==> src/rtl/draw_scheduler.sv <==
// Frame draw sequencer: swaps VRAM buffers on each frame event, tiles the background
// sprite across the back buffer, then blits the enabled sprite-table slots in order.
module draw_scheduler #(
  parameter int SCREEN_WIDTH  = 320,
  parameter int SCREEN_HEIGHT = 180,
  parameter int SPRITE_SIZE   = 32,
  parameter int SPRITE_SLOTS  = 4,
  parameter int BG_INDEX      = 7,
  parameter int TRANSPARENT   = 0
) (
  input  logic        i_clk,
  input  logic        i_rst,
  input  logic        i_pix_stb,
  input  logic        i_screenend,
  output logic [1:0]  o_cmd_idx,
  input  logic        i_cmd_en,
  input  logic [9:0]  i_cmd_x,
  input  logic [8:0]  i_cmd_y,
  input  logic [2:0]  i_cmd_spr,
  output logic [12:0] o_spr_addr,
  input  logic [7:0]  i_spr_data,
  output logic [15:0] o_fb_addr,
  output logic [7:0]  o_fb_data,
  output logic        o_fb_we,
  output logic        o_back_buf,
  output logic        o_busy,
  output logic        o_overrun
);

  localparam int SH = $clog2(SPRITE_SIZE);

  typedef enum logic [2:0] {S_IDLE, S_BG, S_FETCH, S_DRAW, S_DRAIN, S_DONE} state_t;

  state_t      state_q, state_d;
  logic        back_q, back_d;
  logic        ovr_q, ovr_d;
  logic [1:0]  slot_q, slot_d;
  logic [9:0]  cx_q, cx_d;
  logic [8:0]  cy_q, cy_d;
  logic [9:0]  sx_q, sx_d;
  logic [8:0]  sy_q, sy_d;
  logic [2:0]  spr_q, spr_d;
  logic        vld_q, vld_d;
  logic        keep_q, keep_d;
  logic        chk_q, chk_d;
  logic [15:0] addr_q, addr_d;

  logic        frame_evt;
  logic        busy;
  logic        last_slot;
  logic [10:0] tx;
  logic [9:0]  ty;

  assign frame_evt = i_pix_stb & i_screenend;
  assign busy      = (state_q != S_IDLE) && (state_q != S_DONE);
  assign last_slot = (slot_q == 2'(SPRITE_SLOTS - 1));
  // In DRAW the shared x/y counters hold px/py; sums are wide enough never to wrap.
  assign tx        = 11'(sx_q) + 11'(cx_q);
  assign ty        = 10'(sy_q) + 10'(cy_q);

  always_comb begin
    state_d    = state_q;
    back_d     = back_q;
    ovr_d      = frame_evt & busy;
    slot_d     = slot_q;
    cx_d       = cx_q;
    cy_d       = cy_q;
    sx_d       = sx_q;
    sy_d       = sy_q;
    spr_d      = spr_q;
    vld_d      = 1'b0;
    keep_d     = 1'b0;
    chk_d      = 1'b0;
    addr_d     = addr_q;
    o_spr_addr = '0;
    case (state_q)
      S_IDLE, S_DONE: begin
        if (frame_evt) begin
          back_d  = ~back_q;
          cx_d    = '0;
          cy_d    = '0;
          slot_d  = '0;
          state_d = S_BG;
        end
      end
      S_BG: begin
        o_spr_addr = 13'(BG_INDEX * SPRITE_SIZE * SPRITE_SIZE
                         + SPRITE_SIZE * 32'(cy_q[SH-1:0]) + 32'(cx_q[SH-1:0]));
        vld_d  = 1'b1;
        keep_d = 1'b1;
        addr_d = 16'(32'(cy_q) * SCREEN_WIDTH + 32'(cx_q));
        if (cx_q == 10'(SCREEN_WIDTH - 1)) begin
          cx_d = '0;
          if (cy_q == 9'(SCREEN_HEIGHT - 1)) begin
            cy_d    = '0;
            slot_d  = '0;
            state_d = S_FETCH;
          end else begin
            cy_d = cy_q + 9'd1;
          end
        end else begin
          cx_d = cx_q + 10'd1;
        end
      end
      S_FETCH: begin
        sx_d  = i_cmd_x;
        sy_d  = i_cmd_y;
        spr_d = i_cmd_spr;
        if (i_cmd_en) begin
          cx_d    = '0;
          cy_d    = '0;
          state_d = S_DRAW;
        end else if (last_slot) begin
          state_d = S_DRAIN;
        end else begin
          slot_d = slot_q + 2'd1;
        end
      end
      S_DRAW: begin
        o_spr_addr = 13'(32'(spr_q) * SPRITE_SIZE * SPRITE_SIZE
                         + SPRITE_SIZE * 32'(cy_q) + 32'(cx_q));
        vld_d  = 1'b1;
        chk_d  = 1'b1;
        keep_d = (tx < 11'(SCREEN_WIDTH)) && (ty < 10'(SCREEN_HEIGHT));
        addr_d = 16'(32'(ty) * SCREEN_WIDTH + 32'(tx));
        if (cx_q == 10'(SPRITE_SIZE - 1)) begin
          cx_d = '0;
          if (cy_q == 9'(SPRITE_SIZE - 1)) begin
            cy_d = '0;
            if (last_slot) begin
              state_d = S_DRAIN;
            end else begin
              slot_d  = slot_q + 2'd1;
              state_d = S_FETCH;
            end
          end else begin
            cy_d = cy_q + 9'd1;
          end
        end else begin
          cx_d = cx_q + 10'd1;
        end
      end
      S_DRAIN: state_d = S_DONE;
      default: state_d = S_IDLE;
    endcase
  end

  always_ff @(posedge i_clk or negedge i_rst) begin
    if (!i_rst) begin
      state_q <= S_IDLE;
      back_q  <= 1'b0;
      ovr_q   <= 1'b0;
      slot_q  <= '0;
      cx_q    <= '0;
      cy_q    <= '0;
      vld_q   <= 1'b0;
      keep_q  <= 1'b0;
      chk_q   <= 1'b0;
      addr_q  <= '0;
    end else begin
      state_q <= state_d;
      back_q  <= back_d;
      ovr_q   <= ovr_d;
      slot_q  <= slot_d;
      cx_q    <= cx_d;
      cy_q    <= cy_d;
      vld_q   <= vld_d;
      keep_q  <= keep_d;
      chk_q   <= chk_d;
      addr_q  <= addr_d;
    end
  end

  always_ff @(posedge i_clk) begin
    sx_q  <= sx_d;
    sy_q  <= sy_d;
    spr_q <= spr_d;
  end

  // Write stage: sprite data arrives this cycle, so the transparency test is applied here.
  assign o_fb_we    = vld_q & keep_q & ~(chk_q & (i_spr_data == 8'(TRANSPARENT)));
  assign o_fb_data  = o_fb_we ? i_spr_data : 8'd0;
  assign o_fb_addr  = addr_q;
  assign o_cmd_idx  = slot_q;
  assign o_back_buf = back_q;
  assign o_busy     = busy;
  assign o_overrun  = ovr_q;

endmodule

==> config.mk <==
export PLATFORM = sky130hd
export DESIGN_NAME = draw_scheduler
export DESIGN_NICKNAME = d
export VERILOG_FILES = /design/src/rtl/draw_scheduler.sv
export SDC_FILE = /design/constraint.sdc
export NUM_CORES = 1
export LEC_CHECK = 0
export BUFFER_PORTS_ARGS = -buffer_cell sky130_fd_sc_hd__buf_2
export CAP_MARGIN = 25
export CORE_MARGIN = 8
export CORE_UTILIZATION = 27
export CTS_CLUSTER_DIAMETER = 80
export DETAILED_ROUTE_END_ITERATION = 10
export HOLD_SLACK_MARGIN = 0.15
export PLACE_DENSITY = 0.49
export SLEW_MARGIN = 20
export SYNTH_ARGS = -nofsm -noshare
export SYNTH_HDL_FRONTEND = slang
export SYNTH_SLANG_ARGS = --single-unit
==> constraint.sdc <==
create_clock -name i_clk -period 4.7 [get_ports i_clk]
set_clock_uncertainty 0.2 [all_clocks]
set_input_delay 0.235 -clock i_clk [delete_from_list [all_inputs] [get_ports i_clk]]
set_output_delay 0.235 -clock i_clk [all_outputs]
set_load 0.005 [all_outputs]
==> flow_summary.toml <==
[timing]
rsz0062_at_grt = "false"
max_slew_margin = 0.534
drv_slew = 0
final_hold_viol_count = 0
maxClockFrequency_mhz = 233
timing.final.crit_share = 0.913
finalCriticalPeriod_ns = 4.29
tightest_slew_ns = 0.695
final-setup-viol-count = 0
setup_tns_ns = 0
whs_ns = 0.196

[layout]
drive_gt1_frac = 0.168
postLayoutCellArea_um2 = 6700
antennaDiodeCount = 0
num-fill-cells = 2085
area_growth_pct = 24.2
final_cells = 972
num-nets-final = 804

[synth]
postSynthCellCount = 599
ys_ff_latch = 67
ys_dominant_reg_cell = "dfrtp_1"
avgSynthCellArea_um2 = 9.01
synth_warnings = 0
synth_edf_count = 22
synthArstFlopShare = 0.672
syn_nets = 701
seq_area_frac_synth = 0.331
synth.distinct_cells = 59
netlist_area_um2 = 5400

[global_routing]
use_met3 = 0.0296
use_met1 = 0.160
gr-usage-met2 = 0.177
overflow = 0
grt_pass1_wl_um = 23100
grt_max_degree = 46
antenna_found_initial = 0
grt_busiest_layer = "met2"
grt_usage = 0.118
grt_pass1_vias = 4528

[cts]
h-tree-depth = 3
postCtsSetupBuffers = 0
numClockSinks = 67
clkSlewWorstSetupHoldPaths_ns = 0.06
cts_tree = "yes"
clockRootBuffer = "clkbuf_16"
numCtsBuffers = 9
clock_latency_ns = 0.35
cts.path.max_buffers = 2

[power]
power.static_leakage_uw = 0.00324
power.density_nw_per_um2 = 612
irDropWorstVdd_uv = 249

[drt]
ant_nets = 0
wire_per_inst_um = 14.5
drt_iter0_drc = 157
num_vias = 4488
route.detailed.drc = 0
dr.pass1.iters = 4
vias_per_cell = 4.62
wl_um = 14100

[worst_setup_path]
start_kind = "register"
reg2reg_slack_ns = 0.41
cp_num_buf_inv = 4
cp_max_fo = 8
crit_top_cell = "inv_1"
crit_chain = "inv_1, fa_1, inv_1, a21o_1, a21oi_1, xnor2_1, ha_1, inv_1, fa_1, inv_1, ha_1, a21oi_1, nor3b_1, nand3_1, xnor3_1, nand2_1, o211ai_2"
crit_start = "cy_q[1]"
path_class = "reg -> reg"
r2r-start = "cy_q[1]"
crit_slowest_cell = "fa_1"
cp_top_family = "adder cells"
slowest_delay_ns = 0.53
cp-end-kind = "register"
crit_required_ns = 4.72
critPathArrivalTime_ns = 4.31

[place]
place_inst = 930
gp_congestion = 0.837
placed_area_um2 = 6100
dp_hpwl_um = 10900
numPortBuffers = 77

[floorplan]
core_um2 = 19500
fp.dieArea_um2 = 24800
rows = 51
fp.dieH_um = 157
die_w_um = 157
ios = 78
initial_core_util = 0.276

[worst_hold_path]
min_from = "i_pix_stb"
hold_class = "in -> reg"

[run_status]
status = "finished, final reports clean"

[run]
drv_cap = 0
[path summary, 6_finish.rpt]
path	to	cells after the start
max	o_fb_addr[15]	17
min	o_back_buf	4
max reg2reg	o_fb_addr[15]	17
min reg2reg	o_back_buf	1
max in group asynchronous	state_q[1]	3
min in group asynchronous	o_back_buf	3
[layer usage]
| layer | vias to the layer above | part of all wire |
|---|---|---|
| li1 | 2331 | - |
| met1 | 2059 | 0.51 |
| met2 | 79 | 0.41 |
| met3 | 19 | 0.056 |
| met4 | 0 | 0.022 |
| met5 | - | 0 |
[sequential cells by signal (all words and copies together) (netlist names), 2 cells and up]
register,cells
cy_q,9
o_fb_addr,16
cx_q,10
sx_q,10
spr_q,3
sy_q,9
state_q,3
o_cmd_idx,2
[timing repair]
action | in CTS | in global routing
resized for setup | 0 | 0
endpoints found under the hold margin | 69 | 0
hold buffers | 26 | 0
[synth_stat cells (all sizes together) (2+ instances only)]
| master | n | area share |
|---|---|---|
| a221oi | 2 | 0.0056 |
| nand4b | 2 | 0.0032 |
| o21bai | 3 | 0.0042 |
| o211ai | 3 | 0.0051 |
| and2 | 13 | 0.016 |
| o21ai | 64 | 0.059 |
| inv | 37 | 0.026 |
| xnor2 | 28 | 0.045 |
| nor3 | 11 | 0.010 |
| a21o | 15 | 0.021 |
| nand4 | 2 | 0.0023 |
| a31oi | 4 | 0.0046 |
| xor2 | 22 | 0.036 |
| nor4 | 2 | 0.0023 |
| ha | 60 | 0.14 |
| a31o | 2 | 0.0032 |
| edfxtp | 22 | 0.12 |
| and3 | 9 | 0.010 |
| a211oi | 5 | 0.0070 |
| buf | 10 | 0.010 |
| nor2b | 21 | 0.025 |
| nand2b | 12 | 0.014 |
| nand2 | 46 | 0.032 |
| o211a | 3 | 0.0056 |
| o21a | 2 | 0.0028 |
| fa | 7 | 0.026 |
| mux2 | 3 | 0.0063 |
| o31ai | 5 | 0.0070 |
| nand3 | 15 | 0.014 |
| mux2i | 10 | 0.019 |
| dfrtp | 45 | 0.21 |
| nor2 | 42 | 0.029 |
| a21oi | 44 | 0.041 |
| clkbuf | 11 | 0.0077 |
[cells by family (layout without fill, tap and decap cells)]
| logic type | count (synthesis) | in the layout | share of synthesized area |
|---|---|---|---|
| muxes | 13 | 13 | 0.0248 |
| AOI/OAI and AO/OA | 162 | 162 | 0.183 |
| xor gates and xnor gates | 51 | 51 | 0.0853 |
| and+or+nand+nor | 181 | 181 | 0.168 |
| adders and majority gates | 67 | 67 | 0.165 |
| DFF | 67 | 67 | 0.331 |
| buffers and inverters | 58 | 166 | 0.0434 |
[metrics by stage]
stage	power [uW]	util	setup WS, ns
global route	4510	0.343	0.0830
floorplan	2710	-	0.728
finish	4100	0.343	0.411
detailed placement	3330	0.312	0.406
CTS	4160	0.343	0.377
global placement	3330	0.312	0.453
[worst min-delay path, stage by stage]
cell and delay, ns:
buf_2 0.09, nand2_1 0.15, nor2_1 0.15, xor2_1 0.08
[layout make-up]
type                       instances  area, um2  share of cell area
tap                              265        332              0.0495
clock buffer                       9        225              0.0336
multi-input combinational        474       3380               0.504
clock inverter                     7        116              0.0174
timing repair buffer             113        721               0.108
sequential                        67       1790               0.267
inverter                          37        139              0.0207
[cells in the final DEF (no fill, tap or decap), types with 4 or more instances in the layout]
cell type       n
a211oi_1        5
a21o_1         15
a21oi_1        44
a31oi_1         4
and2_1         11
and3_1          9
buf_2          77
buf_4          10
clkbuf_16       9
dfrtp_1        44
dlygate4sd3_1  26
edfxtp_1       22
fa_1            7
ha_1           60
inv_1          36
mux2i_1        10
nand2_1        46
nand2b_1       11
nand3_1        15
nor2_1         41
nor2b_1        20
nor3_1         11
o21ai_0        63
o31ai_1         5
xnor2_1        28
xor2_1         22
[power breakdown]
group | switching [uW] | internal (uW)
Sequential | 149 | 815
Clock | 269 | 517
Combinational | 1310 | 1040
(Power assumes the default switching activity.)
